### src/rtl/multicycle_controller_pkg.sv
// Shared definitions for the multicycle controller: state encoding,
// opcode constants, ALU/PC select codes and the control bundle.
package multicycle_controller_pkg;

  typedef enum logic [3:0] {
    S_FETCH   = 4'd0,
    S_DECODE  = 4'd1,
    S_MEMADR  = 4'd2,
    S_MEMRD   = 4'd3,
    S_MEMWB   = 4'd4,
    S_MEMWR   = 4'd5,
    S_EXEC    = 4'd6,
    S_RWB     = 4'd7,
    S_BRANCH  = 4'd8,
    S_ADDIEX  = 4'd9,
    S_ADDIWB  = 4'd10,
    S_JUMP    = 4'd11,
    S_ILLEGAL = 4'd12
  } state_t;

  localparam logic [5:0] OP_RTYPE = 6'b000000;
  localparam logic [5:0] OP_LW    = 6'b100011;
  localparam logic [5:0] OP_SW    = 6'b101011;
  localparam logic [5:0] OP_BEQ   = 6'b000100;
  localparam logic [5:0] OP_BNE   = 6'b000101;
  localparam logic [5:0] OP_ADDI  = 6'b001000;
  localparam logic [5:0] OP_J     = 6'b000010;

  localparam logic [1:0] ALUOP_ADD   = 2'b00;
  localparam logic [1:0] ALUOP_SUB   = 2'b01;
  localparam logic [1:0] ALUOP_FUNCT = 2'b10;

  localparam logic [1:0] PCSRC_ALU    = 2'b00;
  localparam logic [1:0] PCSRC_ALUOUT = 2'b01;
  localparam logic [1:0] PCSRC_JUMP   = 2'b10;

  localparam logic [1:0] SRCB_REG   = 2'b00;
  localparam logic [1:0] SRCB_FOUR  = 2'b01;
  localparam logic [1:0] SRCB_IMM   = 2'b10;
  localparam logic [1:0] SRCB_SHIFT = 2'b11;

  // One bundle of every datapath control, as produced by the decoder.
  typedef struct packed {
    logic       iord;
    logic       mem_read;
    logic       mem_write;
    logic       ir_write;
    logic       reg_dst;
    logic       memto_reg;
    logic       reg_write;
    logic       alu_src_a;
    logic [1:0] alu_src_b;
    logic [1:0] alu_op;
    logic [1:0] pc_source;
    logic       pc_write;
  } ctrl_t;

endpackage

### src/rtl/multicycle_output_decode.sv
// Combinational state-to-control decoder. Moore outputs from the state,
// except IRWrite/PCWrite in FETCH (MemReady) and PCWrite in BRANCH (Zero).
module multicycle_output_decode
  import multicycle_controller_pkg::*;
(
  input  state_t      state,
  input  logic [5:0]  opcode,
  input  logic        zero,
  input  logic        mem_ready,
  output ctrl_t       ctrl
);

  // Anything not named for a state stays at zero.
  always_comb begin
    ctrl = '0;
    case (state)
      S_FETCH: begin
        ctrl.mem_read  = 1'b1;
        ctrl.alu_src_b = SRCB_FOUR;
        ctrl.alu_op    = ALUOP_ADD;
        ctrl.pc_source = PCSRC_ALU;
        ctrl.ir_write  = mem_ready;
        ctrl.pc_write  = mem_ready;
      end
      S_DECODE: begin
        ctrl.alu_src_b = SRCB_SHIFT;
        ctrl.alu_op    = ALUOP_ADD;
      end
      S_MEMADR, S_ADDIEX: begin
        ctrl.alu_src_a = 1'b1;
        ctrl.alu_src_b = SRCB_IMM;
        ctrl.alu_op    = ALUOP_ADD;
      end
      S_MEMRD: begin
        ctrl.mem_read = 1'b1;
        ctrl.iord     = 1'b1;
      end
      S_MEMWB: begin
        ctrl.reg_write = 1'b1;
        ctrl.memto_reg = 1'b1;
      end
      S_MEMWR: begin
        ctrl.mem_write = 1'b1;
        ctrl.iord      = 1'b1;
      end
      S_EXEC: begin
        ctrl.alu_src_a = 1'b1;
        ctrl.alu_src_b = SRCB_REG;
        ctrl.alu_op    = ALUOP_FUNCT;
      end
      S_RWB: begin
        ctrl.reg_write = 1'b1;
        ctrl.reg_dst   = 1'b1;
      end
      S_BRANCH: begin
        ctrl.alu_src_a = 1'b1;
        ctrl.alu_src_b = SRCB_REG;
        ctrl.alu_op    = ALUOP_SUB;
        ctrl.pc_source = PCSRC_ALUOUT;
        ctrl.pc_write  = (opcode == OP_BNE) ? ~zero : zero;
      end
      S_ADDIWB: begin
        ctrl.reg_write = 1'b1;
      end
      S_JUMP: begin
        ctrl.pc_source = PCSRC_JUMP;
        ctrl.pc_write  = 1'b1;
      end
      default: ;
    endcase
  end

endmodule

### src/rtl/multicycle_controller.sv
// Multicycle MIPS-style control FSM with sticky illegal-opcode flag and a
// saturating retired-instruction counter. Controls are held at zero while
// in reset and for the first edge after release.
module multicycle_controller
  import multicycle_controller_pkg::*;
#(
  parameter int ALUOP_W         = 2,
  parameter int CNT_W           = 16,
  parameter int HALT_ON_ILLEGAL = 1
) (
  input  logic               Clk,
  input  logic               Rst,
  input  logic [31:0]        Instruction,
  input  logic               Zero,
  input  logic               MemReady,
  output logic               IorD,
  output logic               MemRead,
  output logic               MemWrite,
  output logic               IRWrite,
  output logic               RegDst,
  output logic               MemtoReg,
  output logic               RegWrite,
  output logic               ALUSrcA,
  output logic [1:0]         ALUSrcB,
  output logic [ALUOP_W-1:0] ALUOp,
  output logic [1:0]         PCSource,
  output logic               PCWrite,
  output logic               Illegal,
  output logic [3:0]         State,
  output logic [CNT_W-1:0]   InstrCount
);

  state_t           state;
  state_t           next_state;
  logic             run;
  logic             illegal;
  logic             retire;
  logic [5:0]       opcode_q;
  logic [CNT_W-1:0] count;
  ctrl_t            ctrl;
  ctrl_t            ctrl_g;
  logic             unused_bits;

  assign unused_bits = ^Instruction[25:0];

  // Next-state selection; retire marks a terminal state returning to FETCH.
  always_comb begin
    next_state = state;
    retire     = 1'b0;
    case (state)
      S_FETCH:  if (MemReady) next_state = S_DECODE;
      S_DECODE: begin
        case (Instruction[31:26])
          OP_RTYPE:      next_state = S_EXEC;
          OP_LW, OP_SW:  next_state = S_MEMADR;
          OP_BEQ, OP_BNE: next_state = S_BRANCH;
          OP_ADDI:       next_state = S_ADDIEX;
          OP_J:          next_state = S_JUMP;
          default:       next_state = S_ILLEGAL;
        endcase
      end
      S_MEMADR: next_state = (opcode_q == OP_SW) ? S_MEMWR : S_MEMRD;
      S_MEMRD:  if (MemReady) next_state = S_MEMWB;
      S_MEMWR: begin
        if (MemReady) begin
          next_state = S_FETCH;
          retire     = 1'b1;
        end
      end
      S_EXEC:   next_state = S_RWB;
      S_ADDIEX: next_state = S_ADDIWB;
      S_MEMWB, S_RWB, S_BRANCH, S_ADDIWB, S_JUMP: begin
        next_state = S_FETCH;
        retire     = 1'b1;
      end
      S_ILLEGAL: next_state = (HALT_ON_ILLEGAL != 0) ? S_ILLEGAL : S_FETCH;
      default:   next_state = S_FETCH;
    endcase
  end

  // State, opcode capture, sticky illegal flag and saturating counter.
  always_ff @(posedge Clk or negedge Rst) begin
    if (!Rst) begin
      state    <= S_FETCH;
      run      <= 1'b0;
      illegal  <= 1'b0;
      opcode_q <= '0;
      count    <= '0;
    end else if (!run) begin
      run <= 1'b1;
    end else begin
      state <= next_state;
      if (state == S_DECODE) opcode_q <= Instruction[31:26];
      if (state == S_ILLEGAL) illegal <= 1'b1;
      if (retire && (count != {CNT_W{1'b1}})) count <= count + 1'b1;
    end
  end

  multicycle_output_decode u_decode (
    .state     (state),
    .opcode    (opcode_q),
    .zero      (Zero),
    .mem_ready (MemReady),
    .ctrl      (ctrl)
  );

  assign ctrl_g     = run ? ctrl : '0;
  assign IorD       = ctrl_g.iord;
  assign MemRead    = ctrl_g.mem_read;
  assign MemWrite   = ctrl_g.mem_write;
  assign IRWrite    = ctrl_g.ir_write;
  assign RegDst     = ctrl_g.reg_dst;
  assign MemtoReg   = ctrl_g.memto_reg;
  assign RegWrite   = ctrl_g.reg_write;
  assign ALUSrcA    = ctrl_g.alu_src_a;
  assign ALUSrcB    = ctrl_g.alu_src_b;
  assign ALUOp      = ALUOP_W'(ctrl_g.alu_op);
  assign PCSource   = ctrl_g.pc_source;
  assign PCWrite    = ctrl_g.pc_write;
  assign Illegal    = illegal;
  assign State      = state;
  assign InstrCount = count;

endmodule
### config.mk
export PLATFORM = sky130hd
export DESIGN_NAME = multicycle_controller
export DESIGN_NICKNAME = d
export VERILOG_FILES = /design/src/rtl/multicycle_controller_pkg.sv /design/src/rtl/multicycle_output_decode.sv /design/src/rtl/multicycle_controller.sv
export SDC_FILE = /design/constraint.sdc
export NUM_CORES = 1
export LEC_CHECK = 0
export CORE_MARGIN = 2
export CORE_UTILIZATION = 39
export DETAILED_ROUTE_END_ITERATION = 10
export GPL_TIMING_DRIVEN = 0
export PLACE_DENSITY = 0.79
export SKIP_CTS_REPAIR_TIMING = 1
export SLEW_MARGIN = 20
export SYNTH_ARGS = -nofsm -noshare
export SYNTH_HDL_FRONTEND = slang
export SYNTH_SLANG_ARGS = --single-unit
### constraint.sdc
create_clock -name Clk -period 1.85 [get_ports Clk]
set_input_delay 0.4625 -clock Clk [delete_from_list [all_inputs] [get_ports Clk]]
set_output_delay 0.4625 -clock Clk [all_outputs]
set_load 0.05 [all_outputs]
==> reports/results.ini, run 1 <==
[cts]
clock_latency_ps = 280
clk_pin_slew_worst_paths_ps = 100
cts_root_buf = clkbuf_8
h-tree-depth = 1
clk_path_buf_depth = 2
cts_buffers = 3
cts.sink_count = 28
tritoncts = yes

[logic_synthesis]
synth_top_area_share_pct = 39.8
ys.flop_type = dfrtp_1
synth.distinct_cells = 56
yosysTopAreaCell = dfrtp_1
syn_avg_cell_area_um2 = 8.98
synth_area_um2 = 1760
ys_seq_elements = 28
yosys-top-cells-count = dfrtp_1 (28), nor2_1 (19), nand2_1 (15)
synth_edf_count = 0
yosysWarnings = 0
async_flop_share_pct = 100
ys_seq_area_share_pct = 39.8
yosysMostFrequentCell = dfrtp_1
synth_nets = 233
synth.area.top_cells = dfrtp_1 (40%), mux2_1 (5.1%), xnor2_1 (5.0%)
syn_inst = 196

[route]
vias = 1769
vias_per_cell = 5.56
drtPass1Iterations = 4
wirelength_mm = 4.96
drt-initial-drc-count = 80
routedWlPerCell_um = 15.6
drtAntennaViolNets = 0
drc_errors = 0

[critical_path]
r2r_end = opcode_q[0]
critPathMaxFanout = 3
cp-startpoint = opcode_q[5]
cp-start-kind = register
r2r-start = State[2]
critPathCaptureType = output port
cp.required_ps = 1390
rr_worst_depth = 5
r2r_slack_ps = 50
crit_end = PCWrite
cp.arrival_ps = 1740
worstSetupPathType = register to output port

[floorplan]
placementRows = 24
initial_core_util_pct = 40.4
pin_count = 72
die_w_um = 71.2
core_area_um2 = 4350
die_y_um = 71.2
die_area_um2 = 5060

[pwr]
internal_power_mw = 2.42
power_density_nw_per_um2 = 1540
p_comb_share_pct = 68.1
switching_power_mw = 2.20
swShare_pct = 47.7
p_leak_nw = 1.54
finalPower_mw = 4.62
pwr-share-clk_pct = 10.6
irDropWorstVdd_mv = 1.26
seq_power_share_pct = 21.4

[placement]
io_buffer_count = 44
placed_cell_area_um2 = 2510
dpl_worst_slack_ps = -876
dp_hpwl_mm = 3.24
gp_congestion = 0.823
dpl.cell_count = 292

[grt]
antenna_found_initial = 0
grt_max_degree = 29
track_usage_pct = 17.2
overflow = 0
grt_pass1_wl_mm = 7.09
grt_pass1_vias = 1456

[timing]
finalHoldViolCount = 0
setup_violations = 14
fin_crit_ps = 2200
layout_setup_ws_ps = -348
max_freq_mhz = 455
worstMarginPinSlew_ps = 622
min_period_over_period_pct = 119
maxSlewHeadroom_pct = 58.5
rsz0062_at_grt = true
fin_worst_skew_ps = 6.24
drv_slew = 0

[final_layout]
fill_cells = 305
syn_to_final_growth_pct = 70.5
n_antenna_cell = 0
fin_area_um2 = 3000
fin_nets = 304
fin_cells = 318
final_layout_size_suffix_gt1_share_pct = 42.9
seq_area_um2 = 713
multi_input_area_um2 = 1290

[status]
run_status = finished, violations left
violations = negative setup slack

[run]
maxCapViolations = 0

[min_path]
hold_class = input port to asynchronous set/reset pin

==> critical path: stages, from the launching register on <==
cell and delay (ps):
dfrtp_1 420, nor4b_2 270, nand3b_1 150, xnor2_2 220, a31oi_2 140, nor2_4 110
buf_8 150
==> logic make-up (layout without fill, tap and decap cells) <==
logic type	count (synthesis)	count (layout)	share of synthesized area, %
buf+inv	16	86	4.48
fa+ha+maj	1	1	0.711
other cells	1	1	0.213
flops	28	28	39.8
simple gates	88	88	27.7
mux	10	10	6.54
xor+xnor	13	13	6.47
compound gates	39	39	14.0
==> cell usage in the layout (no fill, tap or decap), types with 9 or more instances in the layout <==
master	instances
xnor2_1	9
nand2_1	10
nand3_1	13
buf_4	22
a21oi_1	11
nor2_4	13
dfrtp_1	18
buf_6	13
dlymetal6s2s_1	23
dfrtp_2	10
==> state kept, by name (all words and copies together) (netlist names) <==
register    count
Illegal         1
InstrCount     16
State           4
opcode_q        6
run             1
==> power by group through the flow <==
| stage | registers [mW] | clock network (mW) | logic [mW] |
|---|---|---|---|
| after CTS | 0.986 | 0.495 | 2.44 |
| after detailed placement | 0.996 | 0 | 2.43 |
| final | 0.988 | 0.488 | 3.14 |
| after global routing | 1.02 | 0.517 | 3.31 |
| after global placement | 0.988 | 0 | 2.40 |
| after floorplan | 1.32 | 0 | 1.49 |
==> per-stage QoR <==
stage	setup TNS, ps	hold slack [ps]	utilization [%]
2_1_floorplan	-35.7	167	-
4_1_cts	-16140	218	59.4
6_report	-2030	186	68.9
3_5_place_dp	-13380	461	57.8
3_3_place_gp	-17810	458	57.9
5_1_grt	-2990	239	68.9
==> layout make-up <==
| cell class | count | share of cell area [%] |
|---|---|---|
| Multi-Input combinational cell | 152 | 43.1 |
| Clock inverter | 1 | 1.00 |
| Sequential cell | 28 | 23.8 |
| Buffer | 9 | 3.75 |
| Tap cell | 52 | 2.17 |
| Inverter | 7 | 1.29 |
| Clock buffer | 3 | 1.38 |
| Timing Repair Buffer | 66 | 23.5 |
==> worst min-delay path by stage <==
stage | endpoint | cells after the start | slack [ps] | start
after CTS | InstrCount[14] | 1 | 220 | Rst
after floorplan | Illegal | 0 | 170 | Rst
after detailed placement | Illegal | 1 | 460 | Illegal
after global placement | Illegal | 1 | 460 | Illegal
after global routing | InstrCount[10] | 1 | 240 | Rst
final | InstrCount[8] | 1 | 190 | Rst
==> routing by layer <==
layer	track usage, %	share of wire (%)
met1	26.4	45
met2	24.7	49
met3	2.99	5.9
met4	5.45	0.85
met5	0	0
Power figures use the tool's default switching activity.
==> inputs of run 2 (changes only) <==
- SETUP_SLACK_MARGIN: not set -> 0.3
- clock period: 1.85 -> 2 ns (I/O delays scaled with it)
==> run 2 against run 1 <==
Cell area rose by 7.1%. Sequential share of layout area fell by 1.4 points. Final cell count rose by 3.5%. Largest cell class unchanged. Die area did not move. Combinational power rose by 1%. The run still ends with negative setup slack left. Total power fell by 0.89%. Core utilization rose by 4.9 points. Critical path type unchanged. Setup slack improved by 93 ps.
==> reports/results.ini, run 2 (synthesized netlist as in run 1, its figures left out) <==
[grt]
grt_max_degree = 29  ; unchanged
grt_pass1_vias = 1541  ; +5.8%
overflow = 0  ; unchanged
track_usage_pct = 17.8  ; +0.52 points
grt_pass1_wl_mm = 7.33  ; +3.4%
antenna_found_initial = 0  ; unchanged

[timing]
hold_slack_ps = 220  ; +34.1 ps
drv_slew = 0  ; unchanged
fin_crit_ps = 2250
fin_worst_skew_ps = 13.0  ; +6.74 ps
min_period_over_period_pct = 113
rsz0062_at_grt = true
layout_setup_ws_ps = -254  ; +93.5 ps
setup_violations = 7  ; -7
setup_tns_ps = -654  ; +1370 ps
maxSlewHeadroom_pct = 58.3  ; -0.26 points
worstMarginPinSlew_ps = 626  ; +3.94 ps
max_freq_mhz = 444
finalHoldViolCount = 0  ; unchanged

[cts]
clock_latency_ps = 280  ; about the same
h-tree-depth = 1  ; unchanged
clk_pin_slew_worst_paths_ps = 110  ; about the same
cts_root_buf = clkbuf_8
cts_buffers = 3  ; unchanged
clk_path_buf_depth = 2  ; unchanged
tritoncts = yes
cts.sink_count = 28  ; unchanged

[final_layout]
final_layout_size_suffix_gt1_share_pct = 54.2  ; +11 points
fill_cells = 273  ; -10%
syn_to_final_growth_pct = 82.6
fin_area_um2 = 3210  ; +7.1%
largest_reg_flops = 16  ; unchanged
layout_common_cells = buf_6 (24), buf_4 (22), dlymetal6s2s_1 (20)
n_antenna_cell = 0  ; unchanged
mostFrequentLayoutCell = buf_6
fin_nets = 315  ; +3.6%

[critical_path]
worstSetupPathType = register to output port
cpMaxStageDelayCell = dfrtp_1
cpLargestDelayFamily = simple AND/OR/NAND/NOR gates
crit_path_max_incr_delay_ps = 410  ; about the same
cp.buffers_inverters = 1  ; unchanged
cp.arrival_ps = 1750  ; about the same
critPathCaptureType = output port
cp.required_ps = 1500  ; +110 ps
cp-start-kind = register
critPathMaxFanout = 3  ; unchanged
path_cells = nor4b_2, nand3b_1, xnor2_2, a31oi_2, nor2_4, buf_8

[placement]
io_buffer_count = 44  ; unchanged
placed_cell_area_um2 = 2550  ; +1.6%
dpl_worst_slack_ps = -792  ; +83.9 ps
dp_hpwl_mm = 3.28  ; +1.1%
gp_congestion = 0.886  ; +7.7%

[route]
wirelength_mm = 5.80  ; +17%
routedWlPerCell_um = 17.6  ; +13%
top_layer_used = met4
wl_met1_mm = 2.41  ; +9.3%
route.met3.wl_um = 183  ; -37%
wl_met2_mm = 3.07  ; +27%
vias = 1851  ; +4.6%
drt-initial-drc-count = 106  ; +33%
drtPass1Iterations = 4  ; unchanged
drc_errors = 0  ; unchanged
drtAntennaViolNets = 0  ; unchanged
vias_per_cell = 5.63  ; +1.1%

[pwr]
p_leak_nw = 1.60  ; +4.1%
power_density_nw_per_um2 = 1430  ; -7.5%
p_comb_share_pct = 69.5  ; +1.4 points
pwr-share-clk_pct = 9.9  ; -0.7 points
switching_power_mw = 2.20  ; about the same
seq_power_share_pct = 20.6  ; -0.8 points
internal_power_mw = 2.38  ; -1.6%
swShare_pct = 48.0  ; +0.40 points
irDropWorstVdd_mv = 1.18  ; -5.9%

[status]
violations = negative setup slack
run_status = finished, violations left

[floorplan]
core_area_um2 = 4350  ; unchanged
initial_core_util_pct = 40.4  ; unchanged
die_area_um2 = 5060  ; unchanged
die_y_um = 71.2  ; unchanged
pin_count = 72  ; unchanged
die_w_um = 71.2  ; unchanged
placementRows = 24  ; unchanged

[run]
maxCapViolations = 0  ; unchanged

[min_path]
hold_class = input port to asynchronous set/reset pin

run 2: layout make-up:
cell class | count | area (µm²) | share of cell area [%]
flip-flops and latches | 28 | 718 | 22.4
well taps | 52 | 65.1 | 2.02
repair buffers | 77 | 787 | 24.5
inverters | 7 | 43.8 | 1.36
plain buffers | 9 | 133 | 4.13
clock inverters | 1 | 30.0 | 0.935
multi-input cells | 152 | 1400 | 43.4
clock buffers | 3 | 41.3 | 1.29
run 2: worst register-to-register path: cells and delay by family (launching register included):
family | cells | cell delay, ps
AND/OR/NAND/NOR | 3 | 460
buffers and inverters | 2 | 270
AO/OA/AOI/OAI | 1 | 270
flip-flops | 1 | 460
multiplexers | 1 | 290
run 2: final timing paths:
| check | start | to | slack (ps) | cells after the start |
|---|---|---|---|---|
| min in group Clk | Illegal | Illegal | 500 | 1 |
| worst min register to register | Illegal | Illegal | 500 | 1 |
| worst max-delay path | opcode_q[5] | PCWrite | -250 | 6 |
| max in group asynchronous | Rst | State[2] | 1320 | 1 |
| worst min-delay path | Rst | InstrCount[13] | 220 | 1 |
| worst max register to register | State[1] | InstrCount[1] | 110 | 7 |
run 2: power by group through the flow:
stage | logic [mW] | registers [mW] | clock network (mW)
detailed placement | 2.31 | 0.924 | 0
global placement | 2.29 | 0.912 | 0
CTS | 2.32 | 0.915 | 0.458
floorplan | 1.44 | 1.22 | 0
global route | 3.33 | 0.972 | 0.481
finish | 3.18 | 0.945 | 0.452
run 2: per-layer routing:
| layer | vias to the layer above | GRT usage, % |
|---|---|---|
| met5 | - | 0 |
| met3 | 14 | 2.85 |
| li1 | 870 | - |
| met1 | 919 | 25.0 |
| met4 | 0 | 3.98 |
| met2 | 48 | 28.9 |
run 2: per-stage QoR:
stage               cells  total power [mW]  util, %
floorplan             196              2.66        -
global placement      292              3.20     58.8
detailed placement    292              3.23     58.7
CTS                   296              3.69     60.3
global route          329              4.78     73.8
finish                329              4.58     73.8
